===== src/rtl/uart_tx_scheduler.sv =====
// Shares one UART transmitter between N_REQ byte producers using a round-robin arbiter.
// The frame is start, 8 data bits LSB first, optional parity, then stop, timed by a 16x oversample divider.
module uart_tx_scheduler #(
    parameter int CLK_HZ     = 100_000_000,
    parameter int BAUD       = 115200,
    parameter int OVERSAMPLE = 16,
    parameter int N_REQ      = 4,
    parameter int PARITY_EN  = 1,
    parameter int PARITY_ODD = 0
) (
    input  logic                     sclk,
    input  logic                     rst_n,
    input  logic [N_REQ-1:0]         req,
    input  logic [8*N_REQ-1:0]       data,
    output logic [N_REQ-1:0]         gnt,
    output logic [$clog2(N_REQ)-1:0] grant_id,
    output logic                     busy,
    output logic                     frame_done,
    output logic                     txd
);
    localparam int DIV   = CLK_HZ / (BAUD * OVERSAMPLE);
    localparam int NBITS = (PARITY_EN != 0) ? 11 : 10;
    localparam int IDW   = $clog2(N_REQ);
    localparam int CW    = $clog2(DIV + 2);
    localparam int OW    = $clog2(OVERSAMPLE + 2);
    localparam int BW    = 4;

    if (DIV < 1) begin : g_div_check
        $error("uart_tx_scheduler: CLK_HZ/(BAUD*OVERSAMPLE) must be at least 1");
    end

    typedef enum logic {IDLE, SEND} state_t;
    state_t state_q, state_d;

    logic [CW-1:0]    div_q, div_d;
    logic [OW-1:0]    os_q, os_d;
    logic [BW-1:0]    bit_q, bit_d;
    logic [9:0]       frame_q, frame_d;
    logic             txd_q, txd_d;
    logic [N_REQ-1:0] gnt_q, gnt_d;
    logic [IDW-1:0]   gid_q, gid_d;
    logic [IDW-1:0]   last_q, last_d;
    logic             busy_q, busy_d;

    logic             win_found;
    logic [IDW-1:0]   win_idx, cand;
    logic [7:0]       win_byte;
    logic             par_bit, grant, tick, bit_end, frame_end;

    // Search starts one past the last winner and wraps, giving round-robin order.
    always_comb begin
        win_found = 1'b0;
        win_idx   = '0;
        cand      = '0;
        for (int i = 0; i < N_REQ; i++) begin
            cand = IDW'((int'(last_q) + 1 + i) % N_REQ);
            if (!win_found && req[cand]) begin
                win_found = 1'b1;
                win_idx   = cand;
            end
        end
    end

    assign win_byte  = data[{win_idx, 3'b000} +: 8];
    // With parity disabled this slot carries the stop bit, so the shift register still works.
    assign par_bit   = (PARITY_EN != 0) ? ((^win_byte) ^ (PARITY_ODD != 0)) : 1'b1;
    assign grant     = (state_q == IDLE) && win_found;
    assign tick      = (div_q == CW'(DIV - 1));
    assign bit_end   = tick && (os_q == OW'(OVERSAMPLE - 1));
    assign frame_end = (state_q == SEND) && bit_end && (bit_q == BW'(NBITS - 1));

    always_ff @(posedge sclk or negedge rst_n) begin
        if (!rst_n) begin
            state_q <= IDLE;
        end else begin
            state_q <= state_d;
        end
    end

    always_comb begin
        state_d = state_q;
        case (state_q)
            IDLE:    if (win_found) state_d = SEND;
            SEND:    if (frame_end) state_d = IDLE;
            default: state_d = IDLE;
        endcase
    end

    always_comb begin
        gnt_d      = '0;
        busy_d     = (state_d == SEND);
        frame_done = frame_end;
        if (grant) begin
            gnt_d = N_REQ'(1) << win_idx;
        end
    end

    // The start bit goes straight to txd; frame_q holds the remaining bits, LSB next.
    always_comb begin
        div_d   = div_q;
        os_d    = os_q;
        bit_d   = bit_q;
        frame_d = frame_q;
        txd_d   = txd_q;
        gid_d   = gid_q;
        last_d  = last_q;
        if (grant) begin
            div_d   = '0;
            os_d    = '0;
            bit_d   = '0;
            frame_d = {1'b1, par_bit, win_byte};
            txd_d   = 1'b0;
            gid_d   = win_idx;
            last_d  = win_idx;
        end else if (state_q == SEND) begin
            if (!tick) begin
                div_d = div_q + CW'(1);
            end else begin
                div_d = '0;
                if (!bit_end) begin
                    os_d = os_q + OW'(1);
                end else begin
                    os_d    = '0;
                    bit_d   = bit_q + BW'(1);
                    txd_d   = frame_end ? 1'b1 : frame_q[0];
                    frame_d = {1'b1, frame_q[9:1]};
                end
            end
        end
    end

    always_ff @(posedge sclk or negedge rst_n) begin
        if (!rst_n) begin
            div_q  <= '0;
            os_q   <= '0;
            bit_q  <= '0;
            txd_q  <= 1'b1;
            gnt_q  <= '0;
            gid_q  <= '0;
            last_q <= IDW'(N_REQ - 1);
            busy_q <= 1'b0;
        end else begin
            div_q  <= div_d;
            os_q   <= os_d;
            bit_q  <= bit_d;
            txd_q  <= txd_d;
            gnt_q  <= gnt_d;
            gid_q  <= gid_d;
            last_q <= last_d;
            busy_q <= busy_d;
        end
    end

    always_ff @(posedge sclk) begin
        frame_q <= frame_d;
    end

    assign gnt      = gnt_q;
    assign grant_id = gid_q;
    assign busy     = busy_q;
    assign txd      = txd_q;

endmodule


===== config.mk =====
export PLATFORM = sky130hd
export DESIGN_NAME = uart_tx_scheduler
export DESIGN_NICKNAME = d
export VERILOG_FILES = /design/src/rtl/uart_tx_scheduler.sv
export SDC_FILE = /design/constraint.sdc
export NUM_CORES = 1
export LEC_CHECK = 0
export BUFFER_PORTS_ARGS = -buffer_cell sky130_fd_sc_hd__buf_2
export CAP_MARGIN = 20
export CORE_UTILIZATION = 30
export CTS_CLUSTER_DIAMETER = 50
export CTS_CLUSTER_SIZE = 30
export DETAILED_ROUTE_END_ITERATION = 10
export PLACE_DENSITY = 0.48
export SYNTH_ARGS = -nofsm -noshare
export SYNTH_HDL_FRONTEND = slang
export SYNTH_SLANG_ARGS = --single-unit

===== constraint.sdc =====
create_clock -name sclk -period 3.08 [get_ports sclk]
set_input_delay 0.308 -clock sclk [delete_from_list [all_inputs] [get_ports sclk]]
set_output_delay 0.308 -clock sclk [all_outputs]
set_load 0.1 [all_outputs]

# Word-level counts from Yosys, hierarchy flattened
# Index checks and enable logic that the tools add are counted.
[totals]
register_bits = 34
latchBits = 0
ramBits = 0
rom_bits = 0
out_inout_bits = 9
elab_cells = 82
n_memories = 0
[classes]
n_addsub = 7
multipliers = 0
div = 0
magnitude_cmp = 4
n_eq_ne = 3
shift = 2
n_mux = 40
bitwise = 1
reduce_logical = 16
[op_table]
columns = ["op", "n"]
rows = [
  ["$mux 9", 4],
  ["$shiftx 32x6->8", 1],
  ["$mux 4", 5],
  ["$mux 5", 4],
  ["$mux 6", 3],
  ["$mux 1", 15],
  ["$lt 2x3->1 const B", 4],
  ["$bmux 1 s2", 4],
  ["$mux 2", 4],
  ["$reduce_xor 8->1", 1],
  ["$logic_and 1x1->1", 7],
  ["$add 2x2->2 const B", 3],
  ["$add 6x1->6 const B", 1],
  ["$eq 6x6->1 const B", 1],
  ["$reduce_bool 2->1", 3],
  ["$add 5x1->5 const B", 1],
  ["$eq 5x4->1 const B", 1],
  ["$add 4x1->4 const B", 1],
  ["$eq 4x4->1 const B", 1],
  ["$shl 1x2->4 const A", 1],
  ["$logic_not 1->1", 3],
  ["$reduce_and 3->1", 1],
  ["$add 2x1->2 const B", 1],
  ["$pmux 1 s2", 1],
  ["other kinds (2)", 2],
]

# Longest topological paths before layout
[depth]
depth_word = 16
depth_mapped = 7

# Worst setup path after synthesis
# No wires, ideal clock.
[synth_timing]
path_type = "reg2out"
from = "register, netlist name busy"
to = "output frame_done"
arrival_time_ns = 3.186
setup_slack_ns = -0.414
stages_incl_launch_ff = 5
path_buffers = 2
path_cell_list = "dfrtp_1 > clkbuf_1 > or4b_4 > buf_2 > nor2_1"
[synth_rtl]
columns = ["element", "line_no", "source"]
rows = [
  ["to (decl)", "18", "output logic frame_done,"],
]

# Worst setup path in the final report
[layout_timing]
from = "register div_q[1]"
to = "output frame_done"
[layout_via]
elab_chain_len = 4
[layout_lines]
columns = ["element", "line_no", "source"]
rows = [
  ["from (decl)", "35", "logic [CW-1:0] div_q, div_d;"],
  ["from (signal assigned)", "143", "div_q <= div_d;"],
  ["$eq 6x6->1", "68", "assign tick = (div_q == CW'(DIV - 1));"],
  ["$logic_and 1x1->1", "69", "assign bit_end = tick && (os_q == OW'(OVERSAMPLE - 1));"],
  ["$logic_and 1x1->1 (2 in series)", "70", "assign frame_end = (state_q == SEND) && bit_end && (bit_q == BW'(NBITS - 1));"],
]
# No other way between the ends.

==> results.toml <==
[floorplanning]
dieArea_mm2 = 0.00722
fp.dieH_um = 85.0
rows = 29
fp.dieW_um = 85.0
initial_utilization_pct = 31.8
pin_count = 47
core_area_mm2 = 0.00649

[global_routing]
grt_max_degree = 26
grt_pass1_vias = 1520
grtUsageTotal_pct = 13.2
overflow = 0
grt_pass1_wl_um = 7310
antenna_found_initial = 0

[cts]
cts_resized = 0
cts.htree.levels = 2
cts_tree = "built"
clk_pin_slew_worst_paths_ns = 0.08
cts.sinks = 34
root_buffer = "clkbuf_8"
cts_inserted_buffers = 5
max-clock-path-buffers = 2
hold_buffers = 0
post_cts_buffers = 0
clock_latency_ns = 0.29

[finish]
n_antenna_cell = 0
syn_to_final_growth_pct = 20.3
fillCellCount = 686
fin_nets = 292
drive_above_1_share_pct = 26.0
finalNonFillerCells = 327

[synth]
netlist.area_leader.share_pct = 26.7
synth_area_leader_cell = "dfrtp_1"
synth_fa_ha_area_share_pct = 3.03
synthTopCellsByArea = "dfrtp_1 (27%), edfxtp_1 (13%), xnor2_1 (11%)"
synthesis.area_mm2 = 0.00206
syn_nets = 247
synth_cells = 204
synth.avg_cell_area_um2 = 10.1
synth_compound_area_share_pct = 11.8
synth_edf_count = 9
synth_cell_types = 36
yosys_warnings = 0
yosysMostFrequentCell = "xnor2_1"
synth_common_cells = "xnor2_1 (26), nand2_1 (23), dfrtp_1 (22), mux2i_1 (18), nor2_1 (18)"
synthSimpleGateAreaFrac_pct = 16.0
synth_seq_cells = 34
synthMuxAreaShare_pct = 9.82
async_reset_ff_share_pct = 73.5
synth_seq_area_share_pct = 43.6
synth_top_family_by_area = "simple AND/OR/NAND/NOR gates"
synth_xor_area_share_pct = 13.2
ys.flop_type = "dfrtp_1"

[detailed_routing]
first_iter_violations = 57
wl_met3_um = 176
drtPass1Iterations = 6
ant_nets = 0
drcViolationCount = 0
via_count = 1602
top_layer_used = "met4"
m1WireLength_um = 2120
avgViaCountPerCell = 4.90
wl_met2_um = 2130
wl_um = 4490
wl_per_cell_um = 13.7

[sta]
finalClockSkew_ns = 0.0117
timing.hold.ws_ns = 0.0133
finalHoldViolations = 0
fin_ws_ns = 0.541
period_share_pct = 82.4
fin_setup_tns_ns = 0
worstMarginPinSlew_ns = 0.617
max_freq_mhz = 394
grt_setup_unrepaired = "false"
drv_slew = 0
relSlewSlack_pct = 58.8
setup_viol = 0
fin_crit_ns = 2.54

[critical_path]
cp-start-kind = "flip-flop"
critical_path_class = "flip-flop to primary output"
cp_data_arrival_time_ns = 2.23
worstPathMaxFanout = 12
cp-end-kind = "primary output"
cp.required_ns = 2.77

[placement]
preCtsSetupSlack_ns = 0.838
gp_congestion = 0.719
hpwlAfterDp_um = 3370
placed_cells_incl_taps = 319
io_buffers = 46

[power]
power_leakage_nw = 1.12
ir_worst_vdd_uv = 190
power.density_mw_per_mm2 = 577
total_power_w = 0.00143

[job]
max_cap_violations = 0

[hold_path]
hp-class = "input port to async pin"

[outcome]
status = "finished clean"
-- worst max-delay path: stages, from the launching register on --
cell and delay [ns]:
dfrtp_1 0.41, inv_1 0.06, ha_1 0.14, nand4_2 0.13
or4b_4 0.62, nor2_2 0.15, buf_2 0.43
-- path summary, 6_finish.rpt --
path | depth (start not counted) | slack [ns] | start | endpoint
setup / recovery | 6 | 0.54 | div_q[1] | frame_done
hold / removal | 1 | 0.01 | rst_n | gnt[0]
setup reg to reg | 7 | 0.87 | div_q[1] | bit_q[2]
hold reg to reg | 2 | 0.49 | last_q[1] | last_q[1]
max in group asynchronous | 1 | 2.68 | rst_n | div_q[0]
min in group sclk | 3 | 0.44 | data[22] | frame_q[6]
-- power by group --
part | total, W | switching [W] | internal, W
combinational | 0.000375 | 0.000195 | 0.000180
clock | 0.000427 | 0.000163 | 0.000264
sequential | 0.000631 | 0.0000908 | 0.000540
total | 0.00143 | 0.000448 | 0.000984
-- layout by cell type (no fill, tap or decap), drive strengths merged, types with 5 or more instances in the layout --
cell | Yosys | final
xnor2 | 26 | 26
nand2 | 23 | 23
ha | 5 | 5
o221ai | 8 | 8
nor2b | 5 | 5
dfrtp | 22 | 22
nor2 | 18 | 18
mux2i | 18 | 18
o21ai | 14 | 14
nand3 | 9 | 9
clkbuf | 3 | 7
edfxtp | 9 | 9
buf | 6 | 47
xor2 | 5 | 5
-- layer usage --
| layer | track usage [%] | up-vias |
|---|---|---|
| li1 | - | 811 |
| met1 | 17.3 | 754 |
| met2 | 21.0 | 32 |
| met3 | 3.02 | 5 |
| met4 | 5.55 | 0 |
| met5 | 0 | - |
-- area by class of cell --
class                      count  area (um2)  share of cell area, %
clock inverter                 1        30.0                   1.21
tap                           77        96.3                   3.88
sequential                    34         900                   36.2
clock buffer                   7        86.3                   3.48
multi-input combinational    158        1120                   45.2
timing repair buffer          47         238                   9.57
inverter                       3        11.3                  0.453
-- stage by stage --
stage	utilization, %	area (um2)
after floorplan	-	2070
after global placement	36.4	2370
after detailed placement	36.4	2370
after CTS	38.2	2480
after global routing	38.2	2480
final	38.2	2480
-- logic make-up (layout without fill, tap and decap cells) --
group	count (synthesis)	count (layout)
AND/OR/NAND/NOR	68	68
AO/OA/AOI/OAI	34	34
flip-flops	34	34
XOR/XNOR	31	31
multiplexers	20	20
buffers and inverters	12	58
adder cells (fa/ha/maj)	5	5
-- registers in the layout, summed over array words and instances, names as in the netlist --
name,flops
grant_id,2
bit_q,4
last_q,2
txd,1
busy,1
os_q,5
gnt,4
frame_q,9
div_q,6
No activity file was read; power rests on OpenSTA's default activity.
